[src/rtl/ram_arbiter_pkg.sv]
// Shared types and defaults for the two-port RAM arbiter.
package ram_arbiter_pkg;

  localparam int unsigned ADDR_W_DEF    = 14;
  localparam int unsigned DATA_W_DEF    = 16;
  localparam int unsigned MAX_BURST_DEF = 4;

  typedef enum logic [1:0] {
    ST_IDLE = 2'd0,
    ST_ACC  = 2'd1,
    ST_ACK  = 2'd2
  } arb_state_e;

  // Burst counter must hold 0..max_burst without wrapping.
  function automatic int unsigned burst_width(input int unsigned max_burst);
    return $clog2(max_burst + 1);
  endfunction

endpackage

[src/rtl/ram_arbiter_rr_pick.sv]
// Round-robin owner selection with a bounded burst for the RAM arbiter.
module ram_arbiter_rr_pick
  import ram_arbiter_pkg::*;
#(
  parameter int unsigned MAX_BURST = MAX_BURST_DEF,
  parameter int unsigned BURST_W   = burst_width(MAX_BURST_DEF)
) (
  input  logic               req0_i,
  input  logic               req1_i,
  input  logic               owner_i,
  input  logic [BURST_W-1:0] burst_cnt_i,
  output logic               grant_o,
  output logic               owner_o,
  output logic [BURST_W-1:0] burst_cnt_o
);

  logic req_own;
  logic req_oth;
  logic under_limit;

  assign req_own = owner_i ? req1_i : req0_i;
  assign req_oth = owner_i ? req0_i : req1_i;

  // A zero count means no burst is running (only after reset), so the
  // owner has no claim and a waiting port 0 takes the first tie.
  assign under_limit = (burst_cnt_i != '0) && (burst_cnt_i < BURST_W'(MAX_BURST));

  always_comb begin
    grant_o     = 1'b0;
    owner_o     = owner_i;
    burst_cnt_o = burst_cnt_i;
    if (req_own && under_limit) begin
      grant_o     = 1'b1;
      burst_cnt_o = burst_cnt_i + BURST_W'(1);
    end else if (req_oth) begin
      grant_o     = 1'b1;
      owner_o     = ~owner_i;
      burst_cnt_o = BURST_W'(1);
    end else if (req_own) begin
      grant_o     = 1'b1;
      burst_cnt_o = BURST_W'(1);
    end
  end

endmodule

[src/rtl/ram_arbiter.sv]
// Two-requester arbiter sharing one single-port RAM; req/ack handshake per
// transfer, round-robin ownership with bounded bursts, registered read data.
module ram_arbiter
  import ram_arbiter_pkg::*;
#(
  parameter int unsigned ADDR_W    = ADDR_W_DEF,
  parameter int unsigned DATA_W    = DATA_W_DEF,
  parameter int unsigned MAX_BURST = MAX_BURST_DEF
) (
  input  logic              clock,
  input  logic              reset,
  input  logic              req0,
  input  logic              we0,
  input  logic [ADDR_W-1:0] addr0,
  input  logic [DATA_W-1:0] wdata0,
  output logic              ack0,
  output logic [DATA_W-1:0] rdata0,
  input  logic              req1,
  input  logic              we1,
  input  logic [ADDR_W-1:0] addr1,
  input  logic [DATA_W-1:0] wdata1,
  output logic              ack1,
  output logic [DATA_W-1:0] rdata1,
  output logic              mem_load,
  output logic [ADDR_W-1:0] mem_address,
  output logic [DATA_W-1:0] mem_in,
  input  logic [DATA_W-1:0] mem_out,
  output logic              owner,
  output logic              busy
);

  localparam int unsigned BURST_W = burst_width(MAX_BURST);

  arb_state_e         state_q;
  logic               owner_q;
  logic [BURST_W-1:0] burst_q;
  logic               ack0_q;
  logic               ack1_q;
  logic [DATA_W-1:0]  rdata0_q;
  logic [DATA_W-1:0]  rdata1_q;

  logic               grant;
  logic               owner_d;
  logic [BURST_W-1:0] burst_d;
  logic               we_own;

  ram_arbiter_rr_pick #(
    .MAX_BURST (MAX_BURST),
    .BURST_W   (BURST_W)
  ) u_rr_pick (
    .req0_i      (req0),
    .req1_i      (req1),
    .owner_i     (owner_q),
    .burst_cnt_i (burst_q),
    .grant_o     (grant),
    .owner_o     (owner_d),
    .burst_cnt_o (burst_d)
  );

  assign we_own = owner_q ? we1 : we0;

  // Write strobe decoded from state so an async reset kills it at once.
  assign mem_load    = (state_q == ST_ACC) && we_own;
  assign mem_address = owner_q ? addr1 : addr0;
  assign mem_in      = owner_q ? wdata1 : wdata0;
  assign busy        = (state_q != ST_IDLE);

  assign owner  = owner_q;
  assign ack0   = ack0_q;
  assign ack1   = ack1_q;
  assign rdata0 = rdata0_q;
  assign rdata1 = rdata1_q;

  always_ff @(posedge clock or posedge reset) begin
    if (reset) begin
      state_q  <= ST_IDLE;
      owner_q  <= 1'b1;
      burst_q  <= '0;
      ack0_q   <= 1'b0;
      ack1_q   <= 1'b0;
      rdata0_q <= '0;
      rdata1_q <= '0;
    end else begin
      ack0_q <= 1'b0;
      ack1_q <= 1'b0;
      case (state_q)
        ST_IDLE: begin
          if (grant) begin
            owner_q <= owner_d;
            burst_q <= burst_d;
            state_q <= ST_ACC;
          end
        end
        ST_ACC: begin
          if (!we_own) begin
            if (owner_q) rdata1_q <= mem_out;
            else         rdata0_q <= mem_out;
          end
          if (owner_q) ack1_q <= 1'b1;
          else         ack0_q <= 1'b1;
          state_q <= ST_ACK;
        end
        ST_ACK:  state_q <= ST_IDLE;
        default: state_q <= ST_IDLE;
      endcase
    end
  end

endmodule

[config.mk]
export PLATFORM = sky130hd
export DESIGN_NAME = ram_arbiter
export DESIGN_NICKNAME = d
export VERILOG_FILES = /design/src/rtl/ram_arbiter_pkg.sv /design/src/rtl/ram_arbiter_rr_pick.sv /design/src/rtl/ram_arbiter.sv
export SDC_FILE = /design/constraint.sdc
export NUM_CORES = 1
export LEC_CHECK = 0
export ABC_AREA = 1
export CORE_MARGIN = 3
export CORE_UTILIZATION = 37
export CTS_CLUSTER_SIZE = 10
export DETAILED_ROUTE_END_ITERATION = 16
export PLACE_DENSITY = 0.95
export RECOVER_POWER = 25
export SLEW_MARGIN = 10
export SYNTH_ARGS = -nofsm -noshare
export SYNTH_HDL_FRONTEND = slang
export SYNTH_SLANG_ARGS = --single-unit
[constraint.sdc]
create_clock -name clock -period 2.5 [get_ports clock]
set_input_delay 0.25 -clock clock [delete_from_list [all_inputs] [get_ports clock]]
set_output_delay 0.25 -clock clock [all_outputs]
set_load 0.05 [all_outputs]
# [Word level (Yosys, flattened, before mapping)]
# Cells that the tools add are included.
[classes] addsub=1 multipliers=0 div_mod_pow=0 magnitude_cmp=1 eq_ne=2 shifts=0 mux=17 n_bitwise=3 n_reduce_logical=11
[ops] cell="$mux W16" n=1
[ops] cell="$mux W14" n=1
[ops] cell="$mux W1" n=10
[ops] cell="$mux W3" n=3
[ops] cell="$reduce_and A3 Y1" n=3
[ops] cell="$reduce_bool A3 Y1" n=2
[ops] cell="$pmux W2 S2" n=1
[ops] cell="$reduce_and A4 Y1" n=1
[ops] cell="$add A3 B1 Y3 const B" n=1
[ops] cell="$logic_and A1 B1 Y1" n=3
[ops] cell="$lt A3 B3 Y1 const B" n=1
[ops] cell="$not A1 Y1" n=3
[ops] cell="$eq A2 B1 Y1 const B" n=1
[ops] cell="$logic_not A2 Y1" n=1
[ops] cell="$mux W2" n=1
[ops] cell="$ne A2 B2 Y1 const B" n=1
[ops] cell="$reduce_bool A2 Y1" n=1
[totals] register_bits=40 latch_bits=0 ramBits=0 rom_bits=0 inputBits=82 out_inout_bits=67 memories=0

# [Logic depth before layout (Yosys ltp)]
[depth] word_depth=6 ltp_mapped=8

# [By module]
# Synthesis repeated with hierarchy kept, for this count alone.
[hier_totals] hier_cells=299 hier_area_um2=2147.1
[modules_own_cells] module="ram_arbiter" n_inst=1 cells_per_inst=269 area_each_um2=1995.7 seq_area_each_um2=1002.2
[modules_own_cells] module="ram_arbiter_rr_pick" n_inst=1 cells_per_inst=30 area_each_um2=151.4 seq_area_each_um2=0.0

# [Worst setup path before layout]
# Ideal clock, no wire load.
[synth_timing] path_kind="reg-to-output" start="register owner_q, in the netlist owner" end="output mem_load" arrival_time_ps=2005 slack_ps=245 path_stages_with_launch=4 path_buffers=1 path_cell_list="dfstp_2 buf_6 nor2_2 nor3_1"
[synth_via] elab_chain_len=2
[synth_rtl] item="from (decl)" line="ram_arbiter.sv:35" source="logic owner_q;"
[synth_rtl] item="from (signal assigned)" line="ram_arbiter.sv:89" source="owner_q <= owner_d;"
[synth_rtl] item="$mux W1" line="ram_arbiter.sv:60" source="assign we_own = owner_q ? we1 : we0;"
[synth_rtl] item="$logic_and A1 B1 Y1" line="ram_arbiter.sv:63" source="assign mem_load = (state_q == ST_ACC) && we_own;"
[synth_rtl] item="to (decl)" line="ram_arbiter.sv:24" source="output logic mem_load,"
# No other way between the ends.

# [Worst setup path after layout]
[layout_timing] start="register owner_q, in the netlist owner" end="output mem_in[9]"
[layout_via] elab_chain_len=1
[layout_rtl] item="$mux W16" line="ram_arbiter.sv:65" source="assign mem_in = owner_q ? wdata1 : wdata0;"
[layout_rtl] item="to (decl)" line="ram_arbiter.sv:26" source="output logic [DATA_W-1:0] mem_in,"
# No other way between the ends.

==> results.py <==
metrics = {
    "hold_path": {
        "min_from": "rdata1[1]$_DFFE_PP0P_",
        "holdCritPathClass": "register to register",
    },
    "critical_path": {
        "r2r_start": "owner$_DFFE_PP1P_",
        "cp_top_family": "buffers and inverters",
        "cpMostUsedCell": "nand2_1",
        "startpoint_type": "register",
        "critPathSlowestCell": "clkdlybuf4s50_1",
        "required_ps": 2250,
        "cp_max_fo": 18,
        "crit_type": "register to primary output",
        "cp-startpoint": "owner$_DFFE_PP1P_",
        "crit_chain": "nand2_1 -> nand2_1 -> clkdlybuf4s50_1",
        "rrSetupSlack_ps": 690,
        "endpoint_kind": "primary output",
        "cp.buffers_inverters": 1,
        "max_stage_delay_ps": 800,
        "arrival_ps": 2000,
    },
    "sta": {
        "worstMarginPinSlew_ps": 959,
        "hold-worst-slack_ps": 485,
        "final.setup_skew_ps": 4.84,
        "max_freq_ghz": 0.444,
        "slew_violations": 0,
        "tns_ps": 0,
        "relSlewSlack_pct": 36.1,
        "hold_viol": 0,
        "min_period_ps": 2250,
        "grt_setup_unrepaired": "false",
        "finalCritPeriodShare_pct": 90.1,
        "setup_viol": 0,
    },
    "global_routing": {
        "grt_pass1_vias": 2287,
        "antenna_found_initial": 0,
        "grt_max_degree": 41,
        "grt_pass1_wl_mm": 9.91,
        "grt_usage_pct": 19.3,
        "gr-total-overflow": 0,
    },
    "yosys": {
        "synth_xor_xnor_area_share_pct": 0,
        "synthSimpleGateAreaFrac_pct": 30.4,
        "ys_warn_count": 0,
        "syn-instance-count": 272,
        "ys_seq_area_share_pct": 48.2,
        "synth_top_cell_area_share_pct": 47.0,
        "synth_cell_type_count": 19,
        "syn_area_sq_mm": 0.00208,
        "ys_top_cells_by_area": "dfrtp_1 47%, nand2_1 26%, o21ai_2 6.7%, inv_1 4.2%, o21ai_1 3.9%",
        "synth.net_count": 356,
        "synth_top_family_by_area": "simple AND/OR/NAND/NOR gates",
        "yosysTopAreaCell": "dfrtp_1",
        "synth_compound_area_share_pct": 10.6,
        "synthAdderAreaFrac_pct": 1.20,
        "avgSynthCellArea_sq_um": 7.64,
        "synth_mux_area_share_pct": 0,
        "ys_ff_latch": 40,
    },
    "cells_and_area": {
        "syn_to_final_growth_pct": 73.4,
        "final_nets": 502,
        "n_fill_cell": 414,
        "layout_commonest_cell": "nand2_1",
        "drive_gt1_share_pct": 15.5,
        "ff_latch_area_sq_mm": 0.00100,
        "diodes": 0,
        "multi_input_area_sq_um": 870,
        "layout_common_cells": "143 x nand2_1, 118 x clkdlybuf4s50_1, 39 x dfrtp_1",
    },
    "placement": {
        "hpwlAfterDp_mm": 4.91,
        "place_congestion": 0.777,
        "port_buffers": 148,
    },
    "cts": {
        "cts_sinks": 40,
        "post_cts_resized": 0,
        "post_cts_buffers": 0,
        "cts.path.max_buffers": 2,
        "cts_buffers": 5,
        "tritoncts": "done",
        "ctsHtreeMaxLevel": 2,
        "insertion_delay_ps": 290,
        "clkTransAtPathRegs_ps": 70,
        "hold_buffers": 0,
        "root_buffer": "clkbuf_8",
    },
    "die": {
        "start_util_pct": 39.4,
        "chipHeight_um": 80.9,
        "rows": 26,
        "die-area_sq_mm": 0.00655,
        "floorplan.die.width_um": 80.9,
        "core_area_sq_mm": 0.00527,
        "io_pins": 149,
    },
    "pwr": {
        "powerDensity_mw_per_mm2": 1470,
        "ir_worst_vdd_mv": 0.992,
        "p_leak_nw": 1.83,
        "power_mw": 5.28,
    },
    "drt": {
        "vias": 2246,
        "route.detailed.drc": 0,
        "dr.pass1.iters": 4,
        "first_iter_violations": 60,
        "postRouteAntennaNets": 0,
        "drt-vias-per-instance": 4.59,
        "wirelength_mm": 6.14,
        "wire_per_inst_um": 12.6,
    },
    "run_status": {
        "outcome": "finished clean",
    },
    "job": {
        "max-cap-violations": 0,
    },
}
[sequential cells by signal (all words and copies together), names as in the netlist]
signal,cells
burst_q,3
ack1,1
rdata1,16
owner,1
state_q,2
ack0,1
rdata0,16
[worst register-to-register path, cell delays in order, from the launching register on]
cell	delay, ps
dfstp_2	740
inv_4	120
nor2_4	110
nand2_2	410
nand2_1	240
o21ai_2	70
[final timing paths]
path	end	cells after the start
setup / recovery	mem_in[9]	3
hold / removal	rdata1[1]$_DFFE_PP0P_	2
setup reg to reg	rdata1[5]$_DFFE_PP0P_	5
hold reg to reg	rdata1[1]$_DFFE_PP0P_	2
max in group asynchronous	rdata0[8]$_DFFE_PP0P_	3
min in group asynchronous	burst_q[0]$_DFFE_PP0P_	3
[cells by family after synthesis]
kind of cell	after synthesis
buffers and inverters	39
DFF	40
AOI/OAI and AO/OA	32
adders and majority gates	2
and+or+nand+nor	159
[Yosys cell counts]
master      n
nand2_1   143
dfrtp_1    39
inv_1      23
o21ai_1    16
o21ai_2    16
buf_6       6
buf_2       4
nor2_1      4
clkbuf_1    3
nand3_1     3
ha_1        2
inv_2       2
nand2_2     2
nand4_1     2
nor2_2      2
nor2_4      2
dfstp_2     1
inv_4       1
nor3_1      1
[cell type report]
class	instances	area share, %
clock buffer	6	2.01
tap	70	2.43
multi-input combinational	193	24.1
sequential	40	27.8
timing repair buffer	152	39.9
clock inverter	2	0.972
inverter	26	2.78
[where the power goes]
group	switching, mW	internal (mW)	leakage (nW)	total [mW]
sequential	0.193	0.937	0.505	1.13
combinational	2.51	1.13	1.27	3.64
clock	0.213	0.296	0.0552	0.509
[layer usage]
layer | vias up | global-route usage, % | share of wire [%]
li1 | 1120 | - | -
met1 | 995 | 21.3 | 39
met2 | 116 | 35.1 | 50
met3 | 15 | 4.88 | 8.8
met4 | 0 | 7.94 | 2.7
met5 | - | 0 | 0
[through the flow]
step / instance area (sq um) / instances / util [%] / setup slack [ps]
2_1_floorplan: 2080 / 272 / - / 245
3_3_place_gp: 3510 / 481 / 66.5 / 551
3_5_place_dp: 3510 / 481 / 66.5 / 566
4_1_cts: 3610 / 489 / 68.6 / 234
5_1_grt: 3600 / 489 / 68.4 / 160
6_report: 3600 / 489 / 68.4 / 248
Power figures use the tool's default switching activity.
